**src/rtl/spi_sync_fifo.sv**
```systemverilog
// spi_sync_fifo: single-clock FWFT FIFO with occupancy count, almost thresholds, sticky errors and flush
module spi_sync_fifo #(
  parameter int DATA_W = 8,
  parameter int DEPTH = 8,
  parameter int AF_THRESH = 6,
  parameter int AE_THRESH = 1,
  localparam int CW = $clog2(DEPTH + 1)
) (
  input  logic              PCLK,
  input  logic              PRESETn,
  input  logic              FLUSH,
  input  logic              ERR_CLR,
  input  logic              WR_EN,
  input  logic [DATA_W-1:0] WR_DATA,
  input  logic              RD_EN,
  output logic [DATA_W-1:0] RD_DATA,
  output logic [CW-1:0]     COUNT,
  output logic              EMPTY,
  output logic              FULL,
  output logic              ALMOST_EMPTY,
  output logic              ALMOST_FULL,
  output logic              OVERFLOW,
  output logic              UNDERFLOW
);
  localparam int PW = $clog2(DEPTH);
  logic [DATA_W-1:0] mem [DEPTH];
  logic [PW-1:0] wr_ptr, rd_ptr;
  logic push, pop;
  logic [CW-1:0] cnt_n;
  function automatic logic [PW-1:0] inc(input logic [PW-1:0] p);
    return p == PW'(DEPTH - 1) ? '0 : p + 1'b1;
  endfunction
  always_comb begin
    push = WR_EN & (~FULL | RD_EN);
    pop = RD_EN & ~EMPTY;
    cnt_n = COUNT + CW'(push) - CW'(pop);
    RD_DATA = mem[rd_ptr];
  end
  always_ff @(posedge PCLK) begin
    if (PRESETn && !FLUSH && push) mem[wr_ptr] <= WR_DATA;
  end
  always_ff @(posedge PCLK) begin
    if (!PRESETn || FLUSH) begin
      wr_ptr <= '0;
      rd_ptr <= '0;
      COUNT <= '0;
      EMPTY <= 1'b1;
      FULL <= 1'b0;
      ALMOST_EMPTY <= 1'b1;
      ALMOST_FULL <= 1'b0;
      OVERFLOW <= 1'b0;
      UNDERFLOW <= 1'b0;
    end else begin
      wr_ptr <= push ? inc(wr_ptr) : wr_ptr;
      rd_ptr <= pop ? inc(rd_ptr) : rd_ptr;
      COUNT <= cnt_n;
      EMPTY <= cnt_n == '0;
      FULL <= cnt_n == CW'(DEPTH);
      ALMOST_EMPTY <= cnt_n <= CW'(AE_THRESH);
      ALMOST_FULL <= cnt_n >= CW'(AF_THRESH);
      OVERFLOW <= (WR_EN & FULL & ~RD_EN) | (OVERFLOW & ~ERR_CLR);
      UNDERFLOW <= (RD_EN & EMPTY) | (UNDERFLOW & ~ERR_CLR);
    end
  end
endmodule
```
**config.mk**
```make
export PLATFORM = sky130hd
export DESIGN_NAME = spi_sync_fifo
export DESIGN_NICKNAME = d
export VERILOG_FILES = /design/src/rtl/spi_sync_fifo.sv
export SDC_FILE = /design/constraint.sdc
export NUM_CORES = 1
export LEC_CHECK = 0
export ABC_AREA = 0
export CORE_ASPECT_RATIO = 0.9
export CORE_MARGIN = 4
export CORE_UTILIZATION = 30
export DETAILED_ROUTE_END_ITERATION = 10
export SLEW_MARGIN = 20
export SYNTH_ARGS = -nofsm -noshare
export SYNTH_HDL_FRONTEND = slang
export SYNTH_SLANG_ARGS = --single-unit
```
**constraint.sdc**
```tcl
create_clock -name PCLK -period 2.3 [get_ports PCLK]
set_input_delay 0.46 -clock PCLK [delete_from_list [all_inputs] [get_ports PCLK]]
set_output_delay 0.46 -clock PCLK [all_outputs]
set_load 0.01 [all_outputs]
```
# [Yosys cells after proc, flatten, opt, wreduce, memory -nomap -nowiden]
# Memories as Yosys holds them, arrays and structs flattened. A register that Yosys moved wholly into a read port is not among the register bits.
# Cells that the tools add are included.
[classes] order_cmp=2 n_bitwise=14 mux=6 n_reduce_logical=6 add_sub_neg=4 n_eq_ne=3
[ops] cell="3-bit two-way mux" count=4
[ops] cell="1-bit AND" count=7
[ops] cell="3-bit by 1-bit adder with 3-bit output (second input constant)" count=2
[ops] cell="3-bit equality test (second input constant)" count=2
[ops] cell="4-bit by 1-bit adder with 4-bit output" count=1
[ops] cell="4-bit equality test (second input constant)" count=1
[ops] cell="4-bit by 3-bit greater-or-equal comparator with 1-bit output (second input constant)" count=1
[ops] cell="4-bit by 1-bit <= comparator with 1-bit output (second input constant)" count=1
[ops] cell="4-bit zero test" count=1
[ops] cell="1-bit NOT" count=4
[ops] cell="4-bit by 1-bit subtractor with 4-bit output" count=1
[ops] cell="1-bit bitwise OR" count=3
[ops] cell="1-bit logical AND" count=2
[ops] cell="1-bit zero test" count=2
[ops] cell="1-bit two-way mux" count=2
[ops] cell="1-bit logical OR" count=1
[totals] elab_cells=45 inputBits=14 reg_bits=16 ram_bits=64 n_memories=1 output_inout_bits=18
[mem_list] name="mem" depth=8 word_bits=8 read_ports=1 rd_ports_with_merged_regs=1 write_ports=1 line_no="26" rtl="logic [DATA_W-1:0] mem [DEPTH];"

# [Depth between registers and ports, before layout]
# Gate-level depths: netlist (run 1).
[depth] depth_word=6 ltp_mapped=10 depth_no_buf=10

# [Least setup slack after synthesis (run 1)]
# Ideal clock, no wire load.
[synth_timing] kind="input -> register" from="in RD_EN" to="reg ALMOST_EMPTY" t_required_ns=2.185 cell_stages=10 arrival_ns=2.182 path_buffers=1 path_slack_ns=0.002 setup_time_ns=0.115 cell_sequence="nor2b_1 > clkbuf_1 > ha_1 > inv_1 > ha_1 > inv_1 > fa_1 > xor2_1 > a21o_1 > and3_1"
[synth_between] elab_chain_len=5 word_cells_on_any_way=6 classes_between="add/sub (2); order compare (1); bitwise (3)"
[synth_lines] item="from (decl)" line_no="15" rtl="input logic RD_EN,"
[synth_lines] item="1-bit bitwise OR" line_no="34" rtl="push = WR_EN & (~FULL | RD_EN);"
[synth_lines] item="1-bit AND" line_no="34"
[synth_lines] item="4-bit by 1-bit adder with 4-bit output" line_no="36" rtl="cnt_n = COUNT + CW'(push) - CW'(pop);"
[synth_lines] item="4-bit by 1-bit subtractor with 4-bit output (*)" line_no="36"
[synth_lines] item="4-bit by 1-bit <= comparator with 1-bit output (*)" line_no="59" rtl="ALMOST_EMPTY <= cnt_n <= CW'(AE_THRESH);"
[synth_lines] item="to (signal assigned)" line_no="59"
[synth_lines] item="to (decl)" line_no="20" rtl="output logic ALMOST_EMPTY,"
# Every way passes the cells marked *; elsewhere a longest branch is shown, timed or not.
# A chain may end at the register's enable or synchronous reset.

==> flow_metrics.tcl, run 1 <==
set metrics [dict create \
    clockBufferDepth 2 \
    antenna_found_initial 0 \
    place_ws_ns -0.4896 \
    die_y_um 108.2 \
    clk_pin_slew_ns 0.06 \
    clock-skew-final_ns 0.005931 \
    end_kind "output port" \
    p_leak_uw 0.001489 \
    synth-main-ff-cell "edfxtp_1" \
    final_cells 405 \
    seq_power_share_pct 50.2 \
    rows 36 \
    cts_sinks 83 \
    status "finished, violations left" \
    grt-ovfl-total 0 \
    drive_gt1_share_pct 28.85 \
    globalplace.congestion 0.6954 \
    pin_count 32 \
    fmax_mhz 432.1 \
    place.port_buffers 31 \
    worstPathMaxFanout 8 \
    fin_ws_ns -0.01445 \
    final_util_pct 39.83 \
    power_density_nw_per_um2 763.1 \
    grt_max_degree 17 \
    synth_warnings 0 \
    p_int_uw 2623 \
    grt_setup_unrepaired "true" \
    grtUsageTotal_pct 10.94 \
    finalPower_uw 3300 \
    fp.dieArea_um2 12910 \
    regArea_um2 2306 \
    finalCritPeriodShare_pct 100.6 \
    vias_per_cell 4.514 \
    cts_root_buf "clkbuf_16" \
    final-max-slew-violation-count 0 \
    synthArstFlopShare_pct 0 \
    drt-total-wl_um 6470 \
    dr.pass1.iters 5 \
    grt_pass1_vias 1919 \
    power_switching_uw 676.8 \
    worst_pin_slew_ns 0.3006 \
    hpwl_um 4051 \
    cp.arrival_ns 1.85 \
    ctsHoldBuffers 0 \
    max_cap_violations 0 \
    critPathKind "reg -> out" \
    drc 0 \
    slew-limit-headroom_pct 79.71 \
    initial_core_util_pct 30.82 \
    mostFrequentLayoutCells "64 x edfxtp_1, 21 x clkdlybuf4s50_1, 20 x buf_4" \
    clk_latency_ns 0.33 \
    first_iter_violations 143 \
    comb_power_share_pct 7.7 \
    dr_total_vias 1828 \
    crit_path_start_kind "register" \
    ant_nets 0 \
    multiInputGateArea_um2 967.2 \
    violations "negative setup slack" \
    syn2layout_area_growth_pct 29.24 \
    cts_made_buffers 9 \
    setup_viol 2 \
    fin_crit_ns 2.314 \
    wire_per_inst_um 15.98 \
    hold_path.class "reg -> reg" \
    cts_tree "built" \
    coreArea_um2 10860 \
    cp.required_ns 1.84 \
    hold_viol 0 \
    postSynthAreaPerCell_um2 17.70 \
    synth_nets 212 \
    reg2reg_from "FULL" \
    place_inst 387 \
    nNetsFinal 271 \
    vdd_drop_max_uv 356.0 \
    synth_cell_types 32 \
    fill_cells 1031 \
    ys_ff_latch 83 \
    sw_frac_of_total_pct 20.51 \
    min_from "UNDERFLOW" \
    grt_first_pass_wirelength_um 10520 \
    die_x_um 119.3 \
    syn_inst 189 \
    clockPowerShare_pct 42.2 \
    cts_max_level 3 \
    synth-seq-area-share_pct 68.81 \
    diodes 0 \
    layout_commonest_cell "edfxtp_1" \
    synth-edff-count 64 \
    syn_area_um2 3346 \
]
[metal layers]
metal  vias to the layer above  GRT usage, %  share of wire, %
li1                        853             -                 -
met4                         0         4.088              0.79
met2                        36         16.01                46
met5                         -             0                 0
met1                       935         14.69                48
met3                         4         4.393               5.1
[registers in the layout, summed over array words and instances, names as in the netlist, named ones only]
| register | count |
|---|---|
| COUNT | 4 |
| FULL | 1 |
| ALMOST_EMPTY | 1 |
| wr_ptr | 3 |
| UNDERFLOW | 1 |
| rd_ptr | 3 |
| ALMOST_FULL | 1 |
| OVERFLOW | 1 |
| EMPTY | 1 |
| mem | 64 |
[cells by family after synthesis]
group           after synthesis  share of synthesized area (%)
simple gates                 40                          6.096
flops                        83                          68.81
buf+inv                      13                          2.206
xor+xnor                      3                         0.7855
mux                          27                          16.04
fa+ha+maj                     9                          3.590
compound gates               14                          2.469
[synthesized netlist by cell type, types with 2 or more instances]
library cell	number	share of area, %
dfxtp_1	19	11
nor3_1	2	0.30
o21ai_0	4	0.60
clkbuf_1	3	0.34
nor2_1	13	1.5
xnor2_1	2	0.52
inv_1	6	0.67
nand4_1	2	0.37
mux2i_1	3	0.90
or4_1	2	0.45
nor2b_1	5	0.93
edfxtp_1	64	57
nand2_1	4	0.45
a21oi_1	6	0.90
ha_1	8	3.0
and3_1	2	0.37
nand3_1	3	0.45
mux4_1	15	12
mux2_2	8	2.7
nand2b_1	6	1.1
[per-stage QoR]
| step | hold slack, ns | cell area, um^2 | TNS (ns) |
|---|---|---|---|
| 2_1_floorplan | 0.4868 | 3346 | 0 |
| 3_3_place_gp | 0.4621 | 3985 | -3.925 |
| 3_5_place_dp | 0.4770 | 3985 | -4.772 |
| 4_1_cts | 0.4923 | 4273 | -0.04604 |
| 5_1_grt | 0.5325 | 4324 | -0.1831 |
| 6_report | 0.4833 | 4324 | -0.01780 |
[worst max-delay path: stages, from the launching register on]
cell	delay, ns
dfxtp_4	0.40
buf_12	0.15
buf_6	0.10
mux4_2	0.47
mux2_4	0.29
buf_6	0.12
[what timing repair did]
action | in CTS | in global routing
setup buffers | 1 | 0
gates resized for setup | 57 | 13
setup endpoints to repair | 11 | 12
pin swaps | 1 | 0
gates cloned | 1 | 0
[power groups by stage]
stage | Sequential [uW] | Clock [uW] | Combinational (uW)
6_report | 1660 | 1390 | 253
5_1_grt | 1660 | 1490 | 279
4_1_cts | 1660 | 1430 | 247
3_5_place_dp | 1680 | 0 | 235
3_3_place_gp | 1690 | 0 | 231
2_1_floorplan | 1690 | 0 | 110
[final cells by class]
type | count | share of cell area [%]
Timing Repair Buffer | 55 | 12.59
Sequential cell | 83 | 53.33
Clock buffer | 10 | 5.295
Tap cell | 152 | 4.398
Clock inverter | 6 | 1.505
Multi-Input combinational cell | 93 | 22.37
Inverter | 6 | 0.5208
[final timing paths]
path                        to  slack (ns)  cells past startpoint
hold reg to reg      UNDERFLOW        0.48                      2
setup / recovery    RD_DATA[6]       -0.01                      5
hold / removal       UNDERFLOW        0.48                      2
setup reg to reg  ALMOST_EMPTY        0.21                     10
No activity file was read; power rests on OpenSTA's default activity.
==> inputs of run 2 (changes only) <==
PLACE_DENSITY = 0.58   (was default)
SKIP_CTS_REPAIR_TIMING = 1   (was default)
==> run 2 against run 1 <==
Net effect: the run now ends clean; non-clock buffer count unchanged; die area unchanged; hold slack worse by 0.0015 ns; setup slack gained 0.057 ns; combinational power fell by 2%; largest power group unchanged.
==> flow_metrics.tcl, run 2 (synthesized netlist as in run 1, its figures left out) <==
set metrics [dict create \
    final-max-slew-violation-count 0 \
    globalplace.congestion 0.7972 \
    grt_max_degree 17 \
    place_ws_ns -0.4818 \
    fin_ws_ns 0.04270 \
    cts_made_buffers 9 \
    grt-ovfl-total 0 \
    cts_tree "built" \
    status "complete, no violations" \
    clockBufferDepth 2 \
    clk_pin_slew_ns 0.06 \
    multiInputGateArea_um2 954.7 \
    cts_sinks 83 \
    initial_core_util_pct 30.82 \
    coreArea_um2 10860 \
    cts_max_level 3 \
    place.port_buffers 31 \
    hpwl_um 4058 \
    grt_pass1_vias 1844 \
    registers.top_by_ff_count "mem" \
    fmax_mhz 443.0 \
    reg2reg_from "FULL" \
    layout_commonest_cell "edfxtp_1" \
    end_kind "output port" \
    cp.arrival_ns 1.80 \
    dr_total_vias 1811 \
    nNetsFinal 271 \
    top_regs "mem: 64 flops, COUNT: 4 flops" \
    largest_reg_flops 64 \
    hold_path.class "reg -> reg" \
    hold_viol 0 \
    grtUsageTotal_pct 10.40 \
    die_y_um 108.2 \
    finalCritPeriodShare_pct 98.14 \
    max_cap_violations 0 \
    grt_setup_unrepaired "true" \
    fp.dieArea_um2 12910 \
    p_leak_uw 0.001473 \
    cp.required_ns 1.84 \
    rows 36 \
    syn2layout_area_growth_pct 27.94 \
    dr_wl_met3_um 343 \
    fill_cells 1019 \
    clock-skew-final_ns 0.007797 \
    die_x_um 119.3 \
    setup_viol 0 \
    pin_count 32 \
    wl_met2_um 2936 \
    mostFrequentLayoutCells "64 x edfxtp_1, 21 x clkdlybuf4s50_1, 21 x buf_4" \
    vdd_drop_max_uv 283.6 \
    vias_per_cell 4.472 \
    crit_path_start_kind "register" \
    fin_crit_ns 2.257 \
    first_iter_violations 177 \
    top_layer_used "met4" \
    critPathKind "reg -> out" \
    drc 0 \
    drt-total-wl_um 6555 \
    wire_per_inst_um 16.19 \
    drive_gt1_share_pct 30.83 \
    clk_latency_ns 0.34 \
    slew-limit-headroom_pct 81.68 \
    regArea_um2 2306 \
    diodes 0 \
    tns_ns 0 \
    min_from "UNDERFLOW" \
    dr.pass1.iters 4 \
    grt_first_pass_wirelength_um 9922 \
    antenna_found_initial 0 \
    power_density_nw_per_um2 761.5 \
    wl_met1_um 3183 \
    cts_root_buf "clkbuf_16" \
    worstPathMaxFanout 8 \
    ant_nets 0 \
    worst_pin_slew_ns 0.2705 \
]
==> run 2: area by class of cell <==
cell class                 instances  share of cell area [%]
sequential                        83                   53.87
multi-input combinational         93                   22.30
timing repair buffer              55                   12.22
clock buffer                       9                   5.262
tap                              152                   4.443
clock inverter                     7                   1.374
inverter                           6                  0.5262
==> run 2: final timing paths <==
check,to,slack [ns],depth (start not counted)
max,RD_DATA[4],0.04,4
min,UNDERFLOW,0.48,2
max reg2reg,ALMOST_EMPTY,0.22,10
min reg2reg,UNDERFLOW,0.48,2
==> run 2: power breakdown <==
group / internal (uW) / switching [uW]
Sequential: 1640 / 19.3
Clock: 750 / 605
Combinational: 138 / 110
Total: 2530 / 734
==> run 2: stage by stage <==
step | hold WS, ns | utilization, % | instance area (um^2) | std cells | power, uW
6_report | 0.4818 | 39.43 | 4280 | 405 | 3260
3_5_place_dp | 0.4703 | 36.78 | 3993 | 388 | 1919
3_3_place_gp | 0.4646 | 36.78 | 3993 | 388 | 1919
4_1_cts | 0.4903 | 39.40 | 4277 | 404 | 3289
2_1_floorplan | 0.4868 | - | 3346 | 189 | 1800
5_1_grt | 0.5153 | 39.43 | 4280 | 405 | 3410
==> run 2: layer usage <==
metal,GRT usage (%),vias up
li1,-,845
met1,13.83,916
met3,4.655,7
met5,0,-
met2,14.97,43
met4,3.925,0
==> run 2: critical path, cell delays in order (launching register included) <==
cell and delay (ns):
dfxtp_4 0.38, clkbuf_16 0.17, mux4_2 0.50, mux2_2 0.27
buf_2 0.14
==> inputs of run 3 (changes only) <==
GPL_ROUTABILITY_DRIVEN = 0   (was default)
==> results of run 3 <==
The final DEF is identical to that of run 2; final timing and power are the same.
==> edit: new RTL, settings of run 3 <==
`DATA_W`: 8 -> 9.
--- a/src/rtl/spi_sync_fifo.sv
+++ b/src/rtl/spi_sync_fifo.sv
@@ -1,5 +1,5 @@
 // spi_sync_fifo: single-clock FWFT FIFO with occupancy count, almost thresholds, sticky errors and flush
 module spi_sync_fifo #(
-  parameter int DATA_W = 8,
+  parameter int DATA_W = 9,
   parameter int DEPTH = 8,
   parameter int AF_THRESH = 6,
Interface: changed (resized RD_DATA and WR_DATA); port bits go from 32 to 34. The function was not compared with the original's and may differ.
==> edit against run 3 <==
- register-to-register slack improved by 0.02 ns
- worst setup slack got worse by 0.037 ns
- critical path depth stayed put
- wire length rose by 8.7%
- sequential cell count grew 8
- die area increased by 8.5%
- clock skew down 0.0020 ns
- area after synthesis rose by 9.2%
- design area is 8.8% higher
- sequential share of layout area grew 0.80 points
- total power is 7.8% higher
- synthesized cell count rose by 5.8%
- maximum frequency fell by 1.6%
==> edit: results (changes against run 3) <==
Synth area leaders - edfxtp_1 59%, mux4_1 13%, dfxtp_1 10%, mux2_2 2.8%, ha_1 2.7% (was edfxtp_1 57%, mux4_1 12%, dfxtp_1 11%, ha_1 3.0%, mux2_2 2.7%)
Worst Tran Pin Value - 0.281 ns (was 0.271 ns)
Xor-xnor portion of the synthesized cell area - 0.719% (was 0.785%)
R2R cell count - 10 (unchanged)
Top layer in use - met4 (unchanged)
Worst path top cell family by delay - multiplexers (unchanged)
Final Net Count - 287 (was 271)
Final hold slack - 0.449 ns (was 0.482 ns)
Top Registers - mem x72, COUNT x4 (was mem x64, COUNT x4)
Synthesized netlist cell count - 200 (was 189)
Synth Area in Compound Gates - 2.26% (was 2.47%)
Cell variety after synth - 31 (was 32)
Clock Tree Buf Depth - 2 (unchanged)
Final Non-Filler Cells - 424 (was 405)
TritonCTS Buffers - 9 (unchanged)
R2R setup slack - 0.24 ns (was 0.22 ns)
Crit Path Max Fanout - 5 (was 8)
First-pass GRT wire length - 10,800 µm (was 9920 µm)
Post-synthesis adder-cell area fraction - 3.29% (was 3.59%)
Syn Nets - 224 (was 212)
Clock Latency Late Sink - 0.33 ns
DP Wirelength - 4360 µm (was 4060 µm)
Outcome - finished, final reports clean (unchanged)
Synth cell count leaders - 72 x edfxtp_1, 19 x dfxtp_1, 18 x mux4_1 (was 64 x edfxtp_1, 19 x dfxtp_1, 15 x mux4_1)
Number of synthesized flops with an enable pin - 72 (was 64)
Total GRT Usage - 10.1% (was 10.4%)
Share of post-route cells with drive strength above 1 - 29.5% (was 30.8%)
Worst slack, placed - -0.469 ns (was -0.482 ns)
Asr flop ratio synth - 0% (unchanged)
# port buffers - 33 (was 31)
Yosys warns - 0 (unchanged)
Routed WL - 7130 µm (was 6560 µm)
Root buf cell - clkbuf_16 (unchanged)
Fin worst setup slack - 0.00583 ns (was 0.0427 ns)
Min-delay worst type - in -> reg (was reg -> reg)
Vias per cell - 4.55 (was 4.47)
WL met3 - 458 µm (was 343 µm)
Clock skew - 0.00578 ns (was 0.00780 ns)
Min-Delay Startpoint - RD_EN (was UNDERFLOW$_SDFF_PP0_)
Worst Setup EP - RD_DATA[8] (was RD_DATA[4])
Reg2reg end - ALMOST_EMPTY$_SDFF_PP1_ (unchanged)
Largest net degree at the start of global routing - 19 (was 17)
Register area share after synthesis - 69.6% (was 68.8%)
Pre-Repair DR Iteration Count - 4 (unchanged)
Hold path depth - 3 (was 2)
Worst setup SP type - flip-flop (unchanged)
Starting DRT DRC Count - 110 (was 177)
Initial antenna violation count - 0 (unchanged)
Slowest CP cell - mux4_2 (unchanged)
Peak supply drop - 0.354 mV (was 0.284 mV)
Routed length on met2 - 3030 µm (was 2940 µm)
Mux contribution to synthesized area - 16.5% (was 16.0%)
Arr. time, crit path - 1.83 ns (was 1.80 ns)
Fill cells - 1,074 (was 1,019)
Placed cell count - 405 (was 388)
Met1 WL - 3590 µm (was 3180 µm)
Vias in the first global route - 1,945 (was 1,844)
Placed Area - 4330 µm² (was 3990 µm²)
Leakage Power - 1.59 nW (was 1.47 nW)
-- edit: cell types whose count changed after synthesis --
| cell | before | now |
|---|---|---|
| edfxtp_1 | 64 | 72 |
| mux4_1 | 15 | 18 |
| mux2_2 | 8 | 9 |
| mux4_2 | 1 | 0 |
-- edit: final cells by class --
type / instances / area (µm²) / share of cell area (%)
clock buffers: 10 / 229 / 4.92
clock inverters: 6 / 63.8 / 1.37
inverters: 6 / 22.5 / 0.484
multi-input cells: 96 / 1000 / 21.5
well taps: 156 / 195 / 4.19
flip-flops and latches: 91 / 2550 / 54.7
repair buffers: 59 / 599 / 12.9
-- edit: power by group --
| group | internal (mW) | total [mW] | switching [mW] |
|---|---|---|---|
| logic | 0.149 | 0.264 | 0.115 |
| clock network | 0.844 | 1.44 | 0.591 |
| registers | 1.80 | 1.82 | 0.0177 |
-- edit: metal layers --
metal	vias to the layer above	global-route usage [%]
li1	909	-
met3	6	4.81
met2	63	14.4
met5	-	0
met1	952	13.8
met4	0	2.41
